===== src/rtl/sd_reg_bank.sv =====
// sd_reg_bank: SD card register set (CID, RCA, DSR, CSD, SCR, OCR, STATUS).
// Each register takes full-width parallel writes or an MSB-first serial load
// that commits atomically.
// A word-addressed read port serves the host bus, and RCA is exported directly.
// Optional feature macro: SD_REG_CRC7_EN adds a CRC7 trailer check to every
// serial load. Without it, the load commits on the last payload bit.
module sd_reg_bank #(
  parameter int RD_WIDTH = 32,
  parameter int WAW      = 2
) (
  input  logic                clk,
  input  logic                reset,
  input  logic                wr_en,
  input  logic [2:0]          wr_sel,
  input  logic [127:0]        wr_data,
  input  logic                ld_start,
  input  logic [2:0]          ld_sel,
  input  logic                ld_bit_valid,
  input  logic                ld_bit,
  input  logic                ld_abort,
  output logic                ld_busy,
  output logic                ld_done,
  output logic                ld_err,
  input  logic [2:0]          rd_sel,
  input  logic [WAW-1:0]      rd_word,
  output logic [RD_WIDTH-1:0] rd_data,
  output logic [15:0]         rca_out
);

  localparam int NWORDS = 128 / RD_WIDTH;

  localparam logic [2:0] SEL_CID  = 3'd0;
  localparam logic [2:0] SEL_RCA  = 3'd1;
  localparam logic [2:0] SEL_DSR  = 3'd2;
  localparam logic [2:0] SEL_CSD  = 3'd3;
  localparam logic [2:0] SEL_SCR  = 3'd4;
  localparam logic [2:0] SEL_OCR  = 3'd5;
  localparam logic [2:0] SEL_STAT = 3'd6;

  localparam logic [15:0]  DSR_RST = 16'h0404;
  localparam logic [127:0] CSD_RST = 128'h0000_0048_0000_0000_0000_0000_0000_0000;
  localparam logic [31:0]  OCR_RST = 32'h0060_0000;

`ifdef SD_REG_CRC7_EN
  // The CRC trailer arrives after the payload, so the whole payload must be held.
  localparam int SHIFT_W = 128;
  typedef enum logic [1:0] {ST_IDLE = 2'd0, ST_SHIFT = 2'd1, ST_CRC = 2'd2} ld_state_t;
`else
  // The last payload bit is taken straight from ld_bit on the commit edge,
  // so only 127 bits ever need to be stored.
  localparam int SHIFT_W = 127;
  typedef enum logic [1:0] {ST_IDLE = 2'd0, ST_SHIFT = 2'd1} ld_state_t;
`endif

  // Register widths in bits, indexed by select code; 0 for the reserved code.
  function automatic logic [7:0] reg_width(input logic [2:0] sel);
    case (sel)
      SEL_CID, SEL_CSD:   reg_width = 8'd128;
      SEL_RCA, SEL_DSR:   reg_width = 8'd16;
      SEL_SCR, SEL_STAT:  reg_width = 8'd64;
      SEL_OCR:            reg_width = 8'd32;
      default:            reg_width = 8'd0;
    endcase
  endfunction

  logic [127:0] r_cid;
  logic [15:0]  r_rca;
  logic [15:0]  r_dsr;
  logic [127:0] r_csd;
  logic [63:0]  r_scr;
  logic [31:0]  r_ocr;
  logic [63:0]  r_stat;

  ld_state_t          r_state;
  ld_state_t          w_state_d;
  logic [SHIFT_W-1:0] r_shift;
  logic [SHIFT_W-1:0] w_shift_d;
  logic [SHIFT_W-1:0] w_shift_adv;
  logic [7:0]         r_cnt;
  logic [7:0]         w_cnt_d;
  logic [2:0]         r_ld_sel;
  logic [2:0]         w_ld_sel_d;
  logic               r_done;
  logic               w_done_d;
  logic               r_err;
  logic               w_err_d;
  logic               w_commit;
  logic               w_collide;
  logic [127:0]       w_commit_data;
  logic [6:0]         w_wr_hit;
  logic [6:0]         w_cm_hit;
  logic [127:0]       w_rd_reg;
`ifdef SD_REG_CRC7_EN
  logic [6:0]         r_crc;
  logic [6:0]         w_crc_d;
  logic [6:0]         w_crc_adv;
  logic [5:0]         r_crc_rx;
  logic [5:0]         w_crc_rx_d;
`endif

  assign w_shift_adv = {r_shift[SHIFT_W-2:0], ld_bit};
  assign w_collide   = wr_en && (wr_sel == r_ld_sel);

`ifdef SD_REG_CRC7_EN
  assign w_commit_data = r_shift;
  assign w_crc_adv     = {r_crc[5:0], 1'b0} ^
                         {3'b000, r_crc[6] ^ ld_bit, 2'b00, r_crc[6] ^ ld_bit};
`else
  assign w_commit_data = {r_shift, ld_bit};
`endif

  // Loader next-state logic: start, shift, optional CRC check, abort and commit.
  always_comb begin
    w_state_d  = r_state;
    w_shift_d  = r_shift;
    w_cnt_d    = r_cnt;
    w_ld_sel_d = r_ld_sel;
    w_commit   = 1'b0;
    w_done_d   = 1'b0;
    w_err_d    = 1'b0;
`ifdef SD_REG_CRC7_EN
    w_crc_d    = r_crc;
    w_crc_rx_d = r_crc_rx;
`endif
    case (r_state)
      ST_IDLE: begin
        if (ld_start) begin
          if (ld_sel != 3'd7) begin
            w_ld_sel_d = ld_sel;
            w_shift_d  = '0;
            w_cnt_d    = reg_width(ld_sel);
            w_state_d  = ST_SHIFT;
`ifdef SD_REG_CRC7_EN
            w_crc_d    = '0;
            w_crc_rx_d = '0;
`endif
          end else begin
            w_done_d = 1'b1;
            w_err_d  = 1'b1;
          end
        end
      end
      ST_SHIFT: begin
        if (ld_abort) begin
          w_state_d = ST_IDLE;
          w_done_d  = 1'b1;
          w_err_d   = 1'b1;
        end else if (ld_bit_valid) begin
          w_shift_d = w_shift_adv;
          w_cnt_d   = r_cnt - 8'd1;
`ifdef SD_REG_CRC7_EN
          w_crc_d   = w_crc_adv;
          if (r_cnt == 8'd1) begin
            w_state_d = ST_CRC;
            w_cnt_d   = 8'd7;
          end
`else
          if (r_cnt == 8'd1) begin
            w_state_d = ST_IDLE;
            w_commit  = 1'b1;
            w_done_d  = 1'b1;
            w_err_d   = w_collide;
          end
`endif
        end
      end
`ifdef SD_REG_CRC7_EN
      ST_CRC: begin
        if (ld_abort) begin
          w_state_d = ST_IDLE;
          w_done_d  = 1'b1;
          w_err_d   = 1'b1;
        end else if (ld_bit_valid) begin
          w_crc_rx_d = {r_crc_rx[4:0], ld_bit};
          w_cnt_d    = r_cnt - 8'd1;
          if (r_cnt == 8'd1) begin
            w_state_d = ST_IDLE;
            w_done_d  = 1'b1;
            if ({r_crc_rx, ld_bit} == r_crc) begin
              w_commit = 1'b1;
              w_err_d  = w_collide;
            end else begin
              w_err_d  = 1'b1;
            end
          end
        end
      end
`endif
      default: begin
        w_state_d = ST_IDLE;
      end
    endcase
  end

  // Loader state register; reset abandons any load without a done pulse.
  always_ff @(posedge clk or posedge reset) begin
    if (reset) begin
      r_state  <= ST_IDLE;
      r_shift  <= '0;
      r_cnt    <= '0;
      r_ld_sel <= '0;
      r_done   <= 1'b0;
      r_err    <= 1'b0;
`ifdef SD_REG_CRC7_EN
      r_crc    <= '0;
      r_crc_rx <= '0;
`endif
    end else begin
      r_state  <= w_state_d;
      r_shift  <= w_shift_d;
      r_cnt    <= w_cnt_d;
      r_ld_sel <= w_ld_sel_d;
      r_done   <= w_done_d;
      r_err    <= w_err_d;
`ifdef SD_REG_CRC7_EN
      r_crc    <= w_crc_d;
      r_crc_rx <= w_crc_rx_d;
`endif
    end
  end

  // Per-register write strobes; a parallel write suppresses a same-target commit.
  always_comb begin
    w_wr_hit = '0;
    w_cm_hit = '0;
    for (int k = 0; k < 7; k++) begin
      w_wr_hit[k] = wr_en && (wr_sel == 3'(k));
      w_cm_hit[k] = w_commit && (r_ld_sel == 3'(k)) && !w_wr_hit[k];
    end
  end

  // Card register storage, updated by parallel writes or loader commits.
  always_ff @(posedge clk or posedge reset) begin
    if (reset) begin
      r_cid  <= '0;
      r_rca  <= '0;
      r_dsr  <= DSR_RST;
      r_csd  <= CSD_RST;
      r_scr  <= '0;
      r_ocr  <= OCR_RST;
      r_stat <= '0;
    end else begin
      if (w_wr_hit[0])      r_cid  <= wr_data;
      else if (w_cm_hit[0]) r_cid  <= w_commit_data;
      if (w_wr_hit[1])      r_rca  <= wr_data[15:0];
      else if (w_cm_hit[1]) r_rca  <= w_commit_data[15:0];
      if (w_wr_hit[2])      r_dsr  <= wr_data[15:0];
      else if (w_cm_hit[2]) r_dsr  <= w_commit_data[15:0];
      if (w_wr_hit[3])      r_csd  <= wr_data;
      else if (w_cm_hit[3]) r_csd  <= w_commit_data;
      if (w_wr_hit[4])      r_scr  <= wr_data[63:0];
      else if (w_cm_hit[4]) r_scr  <= w_commit_data[63:0];
      if (w_wr_hit[5])      r_ocr  <= wr_data[31:0];
      else if (w_cm_hit[5]) r_ocr  <= w_commit_data[31:0];
      if (w_wr_hit[6])      r_stat <= wr_data[63:0];
      else if (w_cm_hit[6]) r_stat <= w_commit_data[63:0];
    end
  end

  // Zero-extend the selected register to 128 bits for word extraction.
  always_comb begin
    w_rd_reg = '0;
    case (rd_sel)
      SEL_CID:  w_rd_reg = r_cid;
      SEL_RCA:  w_rd_reg = {112'd0, r_rca};
      SEL_DSR:  w_rd_reg = {112'd0, r_dsr};
      SEL_CSD:  w_rd_reg = r_csd;
      SEL_SCR:  w_rd_reg = {64'd0, r_scr};
      SEL_OCR:  w_rd_reg = {96'd0, r_ocr};
      SEL_STAT: w_rd_reg = {64'd0, r_stat};
      default:  w_rd_reg = '0;
    endcase
  end

  // Pick the addressed word; word 0 is least significant.
  always_comb begin
    rd_data = '0;
    for (int i = 0; i < NWORDS; i++) begin
      if (rd_word == WAW'(i)) rd_data = w_rd_reg[i*RD_WIDTH +: RD_WIDTH];
    end
  end

  assign ld_busy = (r_state != ST_IDLE);
  assign ld_done = r_done;
  assign ld_err  = r_err;
  assign rca_out = r_rca;

endmodule


===== config.mk =====
export PLATFORM = sky130hd
export DESIGN_NAME = sd_reg_bank
export DESIGN_NICKNAME = d
export VERILOG_FILES = /design/src/rtl/sd_reg_bank.sv
export SDC_FILE = /design/constraint.sdc
export NUM_CORES = 1
export LEC_CHECK = 0
export BUFFER_PORTS_ARGS = -buffer_cell sky130_fd_sc_hd__buf_4
export CORE_MARGIN = 5
export CORE_UTILIZATION = 56
export CTS_CLUSTER_SIZE = 10
export DETAILED_ROUTE_END_ITERATION = 10
export PLACE_DENSITY = 0.84
export SKIP_LAST_GASP = 1
export SLEW_MARGIN = 15
export SYNTH_ARGS = -nofsm -noshare
export SYNTH_HDL_FRONTEND = slang
export SYNTH_SLANG_ARGS = --single-unit

===== constraint.sdc =====
create_clock -name clk -period 16.65 [get_ports clk]
set_input_delay 1.665 -clock clk [delete_from_list [all_inputs] [get_ports clk]]
set_output_delay 1.665 -clock clk [all_outputs]
set_load 0.1 [all_outputs]

# Word level (Yosys, flattened, before mapping)
# Cells that the tools add are included.
# classes
reduce_logical	50
n_eq_ne	37
muxes	48
add_sub_neg	1
# ops
op	n
case mux 128 bit (7 select lines)	1
two-way mux 128 bit	4
two-way mux 127 bit	4
two-way mux 64 bit	4
case mux 127 bit (2 select lines)	1
two-way mux 32 bit	6
two-way mux 16 bit	4
== test 3 bit, second input constant	12
two-way mux 8 bit	4
case mux 8 bit (4 select lines)	1
== test 3 x 2 -> 1 bit, second input constant	8
logical AND 1 bit	22
nonzero test 2 bit	9
case mux 8 bit (2 select lines)	1
== test 3 x 1 -> 1 bit, second input constant	4
zero test 3 bit	4
two-way mux 1 bit	10
two-way mux 2 bit	5
!= test 3 bit, second input constant	3
== test 8 x 1 -> 1 bit, second input constant	1
!= test 2 bit, second input constant	4
subtractor 8 x 1 -> 8 bit, second input constant	1
zero test 1 bit	7
OR reduction 2 bit	3
other kinds (9)	13
# word_totals
in_bits	146
word_cells	149
regBits	590
output_inout_bits	51

# Longest topological paths before layout
# depth
ltp_word	9
mapped_depth	8
depth_no_buf	6

# Worst setup path after synthesis
# No wires, ideal clock.
# synth_timing
kind	input port to output port
from	in rd_sel[2]
to	out rd_data[26]
n_path_buf	3
path_stages	6
t_required_ns	14.985
t_arrival_ns	5.866
slack_ns	9.119
path_cell_list	buf_2 -> buf_2 -> buf_2 -> nand2_1 -> a32o_1 -> a2111oi_1
# synth_between
elab_chain_len	6
word_cells_on_any_way	12
cone_classes	6 x eq/ne; 5 x mux; 1 x reduce/logical
# synth_lines
item	line	source
start: declaration	24	input logic [2:0] rd_sel,
== test 3 bit, or another cell as far along	263	case (rd_sel)
case mux 128 bit (7 select lines) (*)	263	
two-way mux 32 bit (3 in a row)	279	if (rd_word == WAW'(i)) rd_data = w_rd_reg[i*RD_WIDTH +: RD_WIDTH];
two-way mux 32 bit (*)	279	
end: declaration	26	output logic [RD_WIDTH-1:0] rd_data,
# Mark *: on every way between the ends. The rest lies on a longest branch, timed or not.

# Worst setup path in the final report
# layout_timing
from	in rd_sel[2]
to	out rd_data[13]
# The elaborated chain is that of the path after synthesis.

==> results.toml <==
[run_status]
run_status = "finished, final reports clean"

[cts]
cts.sinks = 589
clkLatencyLatePin_ns = 0.62
htreeDepth = 3
cts_setup_buffers = 0
clkTransAtPathRegs_ns = 0.06
cts_tree = "yes"
holdBufCountCts = 0
ctsResizeCount = 0
cts_made_buffers = 70
cts_root_buf = "clkbuf_16"
clk_path_buf_depth = 3

[sta]
hold_viol = 0
tightest_slew_ns = 1.26
fmax_ghz = 0.146
grt_setup_unrepaired = "no"
fin_hold_ws_ns = 0.490
period_minus_slack_ns = 6.85
tns_ns = 0
setup_viol = 0
skew_ns = 0.0214
slew_viol_final = 0
fin_crit_sh_pct = 41.1
slew_headroom_pct = 16.2

[run]
maxCapViolCount = 0

[detailed_routing]
ant_nets = 0
drt-wirelength-per-cell_um = 29.6
vias_per_cell = 6.95
dr.pass1.iters = 6
vias = 25800
routed_wl_um = 110000
drt_iter0_markers = 3614
remaining_drc_errors = 0

[die]
rows = 88
die_area_um2 = 62800
io_pins = 197
core_area_um2 = 57600
die_y_um = 251
initial_core_util_pct = 56.3
die-width_um = 251

[global_routing]
grt_use_total_pct = 33.8
grt_max_degree = 263
grt_use_met1_pct = 44.2
grt_pass1_wl_um = 165000
grt_overflow = 0
grt-busiest-layer = "met2"
use_met2_pct = 51.8
antenna_found_initial = 10
met3_usage_pct = 9.05
grt_pass1_vias = 25600

[setup_path]
cpPeakStageDelay_ns = 0.69
slowest_stage = "buf_4"
reg2reg_slack_ns = 11.95
startpoint_type = "primary input"
reg2reg_depth = 6
critPathCaptureType = "output port"
worst_ep_required_time_ns = 14.98
crit_type = "in2out"
timing.rr.end = "r_cid[28]$_DFFE_PP0P_"
crit_arrival_ns = 5.19
crit_chain = "buf_4 > buf_4 > and2b_1 > a221o_1 > a221oi_1 > o31ai_1 > buf_4"
worstPathMaxFanout = 58
r2r-start = "r_state[0]$_DFFE_PP0P_"
timing.critical_path.mode_cell = "buf_4"

[power]
ir_worst_vdd_mv = 0.0887
power_leakage_uw = 0.0164
power.density_nw_per_um2 = 102

[worst_hold_path]
hp-class = "reg2reg"
min_path_cells = 1
worstHoldEndpoint = "r_cid[2]$_DFFE_PP0P_"
hp-start = "r_cid[2]$_DFFE_PP0P_"

[cells_and_area]
layout-drive-gt1-share_pct = 36.6
final_cell_mix = "mux2_2 (615), dfrtp_1 (582), nand2_1 (274)"
finish.utilization_pct = 62.2
area_growth_pct = 10.3
mostFrequentLayoutCell = "mux2_2"
fillCellCount = 4328
nNetsFinal = 3048

[placed_design]
finalWeightedCongestion = 0.994
dp_hpwl_um = 70200
place.port_buffers = 196

[synthesis]
synthArstFlopShare_pct = 100
yosys_warnings = 0
syn_area_um2 = 32400
synth_edf_count = 0
syn_inst = 2862
synth_nets = 3010
ys_seq_area_share_pct = 45.5
ys_ff_latch = 589
syn-mean-instance-area_um2 = 11.3
ys.flop_type = "dfrtp_1"
yosysUniqueCellTypes = 82
-- area by class of cell --
cell class                 count  area, µm²  share of cell area, %
multi-input combinational   1990      16200                   45.2
sequential                   589      14800                   41.2
timing repair buffer         234       1810                   5.05
antenna                        9       22.5                 0.0629
tap                          765        957                   2.67
inverter                      15       60.1                  0.168
clock buffer                 103       1930                   5.38
clock inverter                 6       88.8                  0.248
-- flip-flops by register name, indices dropped and copies added, names as in the netlist --
signal,flops
r_dsr,16
r_state,1
r_scr,64
r_csd,128
r_stat,64
rca_out,16
r_ld_sel,3
r_shift,127
r_cnt,8
r_ocr,32
ld_err,1
r_cid,128
ld_done,1
-- metrics by stage --
stage | total power [µW] | setup WS [ns] | instances | cell area (µm²)
after floorplan | 2040 | 6.96 | 2862 | 32400
after global placement | 2220 | 9.93 | 3592 | 33700
after detailed placement | 2250 | 9.93 | 3592 | 33700
after CTS | 3640 | 9.90 | 3701 | 35700
after global routing | 3760 | 9.77 | 3708 | 35800
final | 3660 | 9.80 | 3711 | 35800
-- where the power goes --
part	switching [µW]	total, µW	internal, µW
registers	99.1	1630	1530
logic	419	620	201
clock network	601	1410	812
-- logic make-up (layout without fill, tap and decap cells) --
family	count (synthesis)	count (layout)	share of synthesized area (%)
fa+ha+maj	2	2	0.0771
other cells	0	9	0
mux	813	813	29.3
flops	589	589	45.5
simple gates	536	536	7.41
compound gates	633	633	12.7
xor+xnor	6	6	0.162
buf+inv	283	358	4.93
-- worst max path at each step --
stage,start,end,slack [ns],depth (start not counted)
floorplan,reset,ld_done$_DFF_PP0_,6.96,1
global placement,rd_sel[1],rd_data[26],9.93,8
detailed placement,rd_sel[1],rd_data[26],9.93,8
CTS,rd_sel[1],rd_data[26],9.90,8
global route,rd_sel[1],rd_data[26],9.77,8
finish,rd_sel[2],rd_data[13],9.80,7
-- routing by layer --
layer	routed length (µm)	vias up
met5	126	-
met4	7560	6
met1	40900	13000
li1	-	10600
met2	48800	1831
met3	12500	420
-- worst max-delay path, delay by kind of cell --
family                 cells  cell delay, ns
AO/OA/AOI/OAI              3            1.49
AND/OR/NAND/NOR            1            0.65
buffers and inverters      3            1.29
-- cell usage after synthesis (23+ instances only) --
cell | instances | area (µm²)
mux2i_1 | 51 | 510
mux2_1 | 45 | 507
mux2_2 | 615 | 6930
mux2_4 | 100 | 1500
clkbuf_1 | 121 | 454
a31oi_1 | 95 | 594
buf_2 | 92 | 460
a221oi_1 | 64 | 561
a22oi_1 | 23 | 173
buf_6 | 23 | 259
nand2_1 | 275 | 1030
nor2_1 | 95 | 357
o21ai_0 | 255 | 1280
dfrtp_1 | 583 | 14600
nand3_1 | 88 | 440
a21oi_1 | 57 | 285
Power figures use the tool's default switching activity.
